===== src/rtl/sid_bus_pkg.sv =====
// Shared types and SID register map for the SID bus player.
// The command struct is sized for the default delay width; the player builds the same layout for its own DLY_W.
package sid_bus_pkg;

  localparam int SID_DLY_W = 16;

  localparam logic [4:0] SID_POTX    = 5'h19;
  localparam logic [4:0] SID_POTY    = 5'h1A;
  localparam logic [4:0] SID_OSC3    = 5'h1B;
  localparam logic [4:0] SID_ENV3    = 5'h1C;
  localparam logic [4:0] SID_LAST_WR = 5'h18;

  typedef struct packed {
    logic                 rd;
    logic [4:0]           addr;
    logic [7:0]           wdata;
    logic [SID_DLY_W-1:0] delay;
  } sid_cmd_t;

  typedef enum logic [1:0] {
    IDLE  = 2'd0,
    WAIT  = 2'd1,
    ISSUE = 2'd2
  } sid_state_e;

endpackage


===== src/rtl/sid_cmd_fifo.sv =====
// Generic synchronous FIFO with sync reset and flush; DEPTH must be a power of two.
// Handshake: an entry is written when push && ready; flush wins over both push and pop.
module sid_cmd_fifo #(
  parameter int  DEPTH = 16,
  parameter type T     = logic [7:0]
) (
  input  logic                   clk,
  input  logic                   reset,
  input  logic                   flush,
  input  logic                   push,
  input  T                       push_data,
  output logic                   ready,
  input  logic                   pop,
  output T                       head,
  output logic                   empty,
  output logic [$clog2(DEPTH):0] level
);

  localparam int AW = $clog2(DEPTH);
  localparam logic [AW:0] FULL_LEVEL = (AW+1)'(DEPTH);

  T               mem [DEPTH];
  logic [AW-1:0]  wr_ptr;
  logic [AW-1:0]  rd_ptr;
  logic           do_push;
  logic           do_pop;

  assign ready   = (level != FULL_LEVEL);
  assign empty   = (level == '0);
  assign head    = mem[rd_ptr];
  assign do_push = push && ready && !flush;
  assign do_pop  = pop && !empty && !flush;

  always_ff @(posedge clk) begin
    if (reset || flush) begin
      wr_ptr <= '0;
      rd_ptr <= '0;
      level  <= '0;
    end else begin
      if (do_push) wr_ptr <= wr_ptr + 1'b1;
      if (do_pop)  rd_ptr <= rd_ptr + 1'b1;
      case ({do_push, do_pop})
        2'b10:   level <= level + 1'b1;
        2'b01:   level <= level - 1'b1;
        default: level <= level;
      endcase
    end
  end

  always_ff @(posedge clk) begin
    if (do_push) mem[wr_ptr] <= push_data;
  end

endmodule


===== src/rtl/sid_bus_player.sv =====
// Replays queued, ce_1m-paced register accesses onto the SID bus.
// Optional SID_PLAYER_SHADOW_EN adds a write shadow so reads of write-only registers return the last written value.
module sid_bus_player
  import sid_bus_pkg::*;
#(
  parameter int DEPTH = 16,
  parameter int DLY_W = SID_DLY_W
) (
  input  logic                   clk,
  input  logic                   reset,
  input  logic                   ce_1m,
  input  logic                   cmd_valid,
  output logic                   cmd_ready,
  input  logic                   cmd_rd,
  input  logic [4:0]             cmd_addr,
  input  logic [7:0]             cmd_wdata,
  input  logic [DLY_W-1:0]       cmd_delay,
  input  logic                   flush,
  output logic                   sid_we,
  output logic [4:0]             sid_addr,
  output logic [7:0]             sid_wdata,
  input  logic [7:0]             sid_rdata,
  output logic                   rd_valid,
  output logic [7:0]             rd_data,
  output logic                   busy,
  output logic [$clog2(DEPTH):0] level,
`ifdef SID_PLAYER_SHADOW_EN
  input  logic [4:0]             shadow_addr,
  output logic [7:0]             shadow_q,
`endif
  output sid_state_e             fsm_state
);

  typedef struct packed {
    logic             rd;
    logic [4:0]       addr;
    logic [7:0]       wdata;
    logic [DLY_W-1:0] delay;
  } cmd_t;

  cmd_t             in_cmd;
  cmd_t             head;
  logic             fifo_empty;
  logic             pop;
  sid_state_e       state;
  sid_state_e       state_nxt;
  logic [DLY_W-1:0] cnt;
  logic             issue_now;
  logic             cur_rd;
  logic [4:0]       cur_addr;
  logic [7:0]       cur_wdata;
  logic [4:0]       addr_q;
  logic [7:0]       wdata_q;
  logic [7:0]       rd_sample;

  always_comb begin
    in_cmd       = '0;
    in_cmd.rd    = cmd_rd;
    in_cmd.addr  = cmd_addr;
    in_cmd.wdata = cmd_wdata;
    in_cmd.delay = cmd_delay;
  end

  sid_cmd_fifo #(
    .DEPTH (DEPTH),
    .T     (cmd_t)
  ) u_fifo (
    .clk       (clk),
    .reset     (reset),
    .flush     (flush),
    .push      (cmd_valid),
    .push_data (in_cmd),
    .ready     (cmd_ready),
    .pop       (pop),
    .head      (head),
    .empty     (fifo_empty),
    .level     (level)
  );

  // The pop clk never counts as a tick: WAIT/ISSUE only react to ce_1m from the following clk on.
  always_comb begin
    state_nxt = state;
    pop       = 1'b0;
    issue_now = 1'b0;
    case (state)
      IDLE: begin
        if (!fifo_empty && !flush) begin
          pop       = 1'b1;
          state_nxt = (head.delay != '0) ? WAIT : ISSUE;
        end
      end
      WAIT: begin
        if (ce_1m && cnt == DLY_W'(1)) state_nxt = ISSUE;
      end
      ISSUE: begin
        if (ce_1m) begin
          issue_now = 1'b1;
          state_nxt = IDLE;
        end
      end
      default: state_nxt = IDLE;
    endcase
    if (flush) state_nxt = IDLE;
  end

  always_ff @(posedge clk) begin
    if (reset) begin
      state     <= IDLE;
      cnt       <= '0;
      cur_rd    <= 1'b0;
      cur_addr  <= '0;
      cur_wdata <= '0;
      addr_q    <= '0;
      wdata_q   <= '0;
      rd_valid  <= 1'b0;
      rd_data   <= '0;
    end else begin
      state    <= state_nxt;
      rd_valid <= issue_now && cur_rd;
      if (pop) begin
        cur_rd    <= head.rd;
        cur_addr  <= head.addr;
        cur_wdata <= head.wdata;
      end
      if (flush)                    cnt <= '0;
      else if (pop)                 cnt <= head.delay;
      else if (state == WAIT && ce_1m) cnt <= cnt - 1'b1;
      if (issue_now) begin
        addr_q <= cur_addr;
        if (cur_rd) rd_data <= rd_sample;
        else        wdata_q <= cur_wdata;
      end
    end
  end

  // Address/data are driven live on the access clk and held from registers otherwise.
  assign sid_we    = issue_now && !cur_rd;
  assign sid_addr  = issue_now ? cur_addr : addr_q;
  assign sid_wdata = (issue_now && !cur_rd) ? cur_wdata : wdata_q;
  assign busy      = !fifo_empty || (state != IDLE);
  assign fsm_state = state;

`ifdef SID_PLAYER_SHADOW_EN
  logic [7:0] shadow [25];

  always_ff @(posedge clk) begin
    if (reset) begin
      for (int i = 0; i < 25; i++) shadow[i] <= '0;
    end else if (issue_now && !cur_rd && cur_addr <= SID_LAST_WR) begin
      shadow[cur_addr] <= cur_wdata;
    end
  end

  assign rd_sample = (cur_addr <= SID_LAST_WR) ? shadow[cur_addr] : sid_rdata;
  assign shadow_q  = (shadow_addr <= SID_LAST_WR) ? shadow[shadow_addr] : 8'h00;
`else
  assign rd_sample = sid_rdata;
`endif

endmodule


===== config.mk =====
export PLATFORM = sky130hd
export DESIGN_NAME = sid_bus_player
export DESIGN_NICKNAME = d
export VERILOG_FILES = /design/src/rtl/sid_bus_pkg.sv /design/src/rtl/sid_cmd_fifo.sv /design/src/rtl/sid_bus_player.sv
export SDC_FILE = /design/constraint.sdc
export NUM_CORES = 1
export LEC_CHECK = 0
export CAP_MARGIN = 10
export CORE_MARGIN = 8
export CORE_UTILIZATION = 55
export CTS_CLUSTER_DIAMETER = 150
export DETAILED_ROUTE_END_ITERATION = 6
export GPL_ROUTABILITY_DRIVEN = 0
export PLACE_DENSITY_LB_ADDON = 0.3
export RECOVER_POWER = 100
export SLEW_MARGIN = 15
export SYNTH_ARGS = -nofsm -noshare
export SYNTH_HDL_FRONTEND = slang
export SYNTH_HIERARCHICAL = 1
export SYNTH_SLANG_ARGS = --single-unit

===== constraint.sdc =====
create_clock -name clk -period 3.4 [get_ports clk]
set_input_delay 0.34 -clock clk [delete_from_list [all_inputs] [get_ports clk]]
set_output_delay 0.34 -clock clk [all_outputs]
set_load 0.005 [all_outputs]

==> metrics.txt <==
Ys Warns=6; sw frac=just under 20%; power share of the combinational group=about 2.0%; status=complete, no violations; DR pass1 iterations=5; Area Overhead vs Synth=14.7%; clock latency on the worst-skew pair=0.58 ns; Synthesized Nets=1134; peak supply drop=0.319 mV; Post-Syn Instances=between 1000 and 1500; Routed WL=between 40000 and 50000 um; Initial Util=between 50% and 60%; CTS Buffer Depth=3; met3 Use GR=between 3 and 4%; Clock Pin Slew Worst Setup and Hold Paths=approximately 0.06 ns; global-route wire length before repair=70600 um; DRC errors left=0; diodes inserted=0; final hold viol count=0; Root Driver=clkbuf_16; Die Height=215 um; final setup violation count=0; CTS tree=yes; clock share of power=41.8%; RSZ-0062 raised after global routing=no; Layout Skew=between 0.02 and 0.025 ns; slew margin rel.=13.9%; DP HPWL=25900 um; Psw=0.00256 W; Finished Core Util=63.5%; Post-CTS Hold Buffers=0; Critical Path AT=3.65 ns; Most Crowded Layer GR=met2; sum of negative setup slack=0 ns; FMAX=0.317 GHz; Total GRT Usage=roughly 20%; DR vias=10935; I/O Buffers=74; PostCTS Resize Cnt=0; number of max-slew violations in the final report=0; worst-margin pin slew=1.29 ns; Main synth FF type=edfxtp_1; # nets final=1254; Die W=between 200 and 250 um; TritonCTS Buffers=53; register area share after synthesis=72.7%; Post-CTS Setup Bufs=0; design internal power=0.0106 W; Wirelength per Cell=roughly 26 um; CTS Sinks=551; post-route clock period utilization=92.7%; GR Overflow Total=0; global-route met1 utilization=28.5%; I/O pin count=75; Final ANT Viol Nets=0; largest net degree at the start of global routing=53; critical path fanouts, max=33; Power Density=525 nW/um^2; Crit Path Category=flip-flop to flip-flop; initial antenna violation count=5; num rows=73; synthesized area=21800 um^2; Async SR Flop Fraction=0%; Synth Area per Inst=20.1 um^2; max cap viols=0; H-Tree Depth=2; CP Launch Type=flip-flop; Core ar.=39400 um^2; Post-synth EDFFs=480; DR iter-0 viols=1090; Hold Crit Class=primary input to flip-flop; synthesis-stage register bit count=551; global routing usage on met2=between 30% and 40%; WP data required=3.89 ns; layout cell share with drive strength beyond 1=17.9%; P_leak=7.92 nW; Seq pwr share=a little under three fifths; drt via density=6.18; DIE AREA=approximately 46000 um^2; vias in the first global route=10995; Setup crit end kind=flip-flop; Min Clock Period, post-route=3.15 ns; Yosys cell types=66
==> final timing paths <==
path                                      start         endpoint  slack [ns]  cells past startpoint
worst max register to register  u_fifo/level[3]  u_fifo/level[4]        0.25                      9
worst max-delay path            u_fifo/level[3]  u_fifo/level[4]        0.25                      9
worst min register to register     cur_wdata[6]     cur_wdata[6]        0.45                      2
worst min-delay path               sid_rdata[7]       rd_data[7]        0.32                      3
==> synth_stat cells, drive strengths merged, types with 5 or more instances <==
| cell | instances | area share, % |
|---|---|---|
| edfxtp | 480 | 66 |
| mux4 | 150 | 17 |
| dfxtp | 71 | 6.5 |
| nand2 | 55 | 0.95 |
| nor2 | 42 | 0.74 |
| a21oi | 36 | 0.83 |
| clkbuf | 31 | 0.54 |
| buf | 26 | 0.94 |
| nor2b | 15 | 0.43 |
| inv | 14 | 0.24 |
| mux2 | 13 | 0.67 |
| nand3 | 13 | 0.30 |
| ha | 10 | 0.57 |
| nor3 | 10 | 0.23 |
| nor4 | 9 | 0.33 |
| o21ai | 8 | 0.20 |
| or4 | 8 | 0.29 |
| mux2i | 7 | 0.32 |
| a22oi | 6 | 0.21 |
| nand4 | 6 | 0.17 |
| or3 | 6 | 0.18 |
| nand2b | 5 | 0.14 |
| xor2 | 5 | 0.20 |
==> critical path: stages (launching register included) <==
cell,delay (ns)
dfxtp_1,0.41
or4_1,0.20
nor2_1,0.07
or4_1,0.42
inv_1,0.09
clkbuf_2,0.67
nor3b_1,0.51
mux2i_1,0.14
nor4b_1,0.36
mux2i_1,0.22
==> metrics by stage <==
step	worst slack (ns)	instance area, um^2	total power, W	std cells	hold slack, ns
3_3_place_gp	0.315	23600	0.00778	1671	0.439
3_5_place_dp	0.298	23600	0.00779	1671	0.446
5_1_grt	0.0828	25000	0.0135	1770	0.301
2_1_floorplan	0.00428	21800	0.00762	1081	0.433
6_report	0.247	25000	0.0131	1770	0.317
4_1_cts	0.220	25200	0.0132	1770	0.288
==> kinds of logic (layout without fill, tap and decap cells) <==
kind of cell / after synthesis / count (layout) / synth area share, %
adders and majority gates: 10 / 10 / 0.575
xor gates and xnor gates: 8 / 8 / 0.322
buffers and inverters: 71 / 235 / 1.72
muxes: 170 / 170 / 17.7
DFF: 551 / 551 / 72.7
and+or+nand+nor: 189 / 189 / 4.53
AOI/OAI and AO/OA: 82 / 82 / 2.41
==> per-layer routing <==
layer / wire, um / up-vias
met5: 40 / -
met4: 1090 / 6
met3: 3580 / 84
met2: 22700 / 453
met1: 19400 / 5649
li1: - / 4743
==> sequential cells by signal, summed over array words and instances (netlist names), named ones only <==
signal         flops
cur_rd             1
u_fifo/wr_ptr      4
wdata_q            8
fsm_state          2
u_fifo/mem       480
u_fifo/level       5
cur_addr           5
rd_valid           1
addr_q             5
cnt               16
u_fifo/rd_ptr      4
rd_data            8
cur_wdata          8
==> layout by cell type, fill, tap and decap left out, drive strengths merged, types with 4 or more instances in the layout <==
cell / instances
dlygate4sd3: 52
nand4: 6
o21ai: 8
a22oi: 6
dfxtp: 71
nor4: 9
or3: 6
nor2: 42
ha: 10
nand2: 55
inv: 13
nor3: 10
clkbuf: 94
nand2b: 5
clkinvlp: 5
nor2b: 15
or4: 8
clkinv: 22
mux2: 13
buf: 25
nand3: 13
xor2: 5
edfxtp: 480
clkdlybuf4s50: 22
mux2i: 7
a21oi: 36
o211ai: 4
mux4: 150
a31oi: 4
==> final cells by class <==
class | count | area [um^2]
fillers | 2636 | 14400
multi-input cells | 459 | 5660
flip-flops and latches | 551 | 15800
inverters | 14 | 52.6
repair buffers | 122 | 1140
well taps | 525 | 657
clock buffers | 71 | 1430
clock inverters | 28 | 201
==> power groups by stage <==
stage | Clock [W] | Sequential, W | Combinational (W)
3_5_place_dp | 0 | 0.00752 | 0.000269
4_1_cts | 0.00557 | 0.00738 | 0.000271
2_1_floorplan | 0 | 0.00752 | 0.0000976
3_3_place_gp | 0 | 0.00752 | 0.000261
6_report | 0.00548 | 0.00738 | 0.000257
5_1_grt | 0.00584 | 0.00738 | 0.000280
Note: power is estimated with default switching activity, not from simulation.
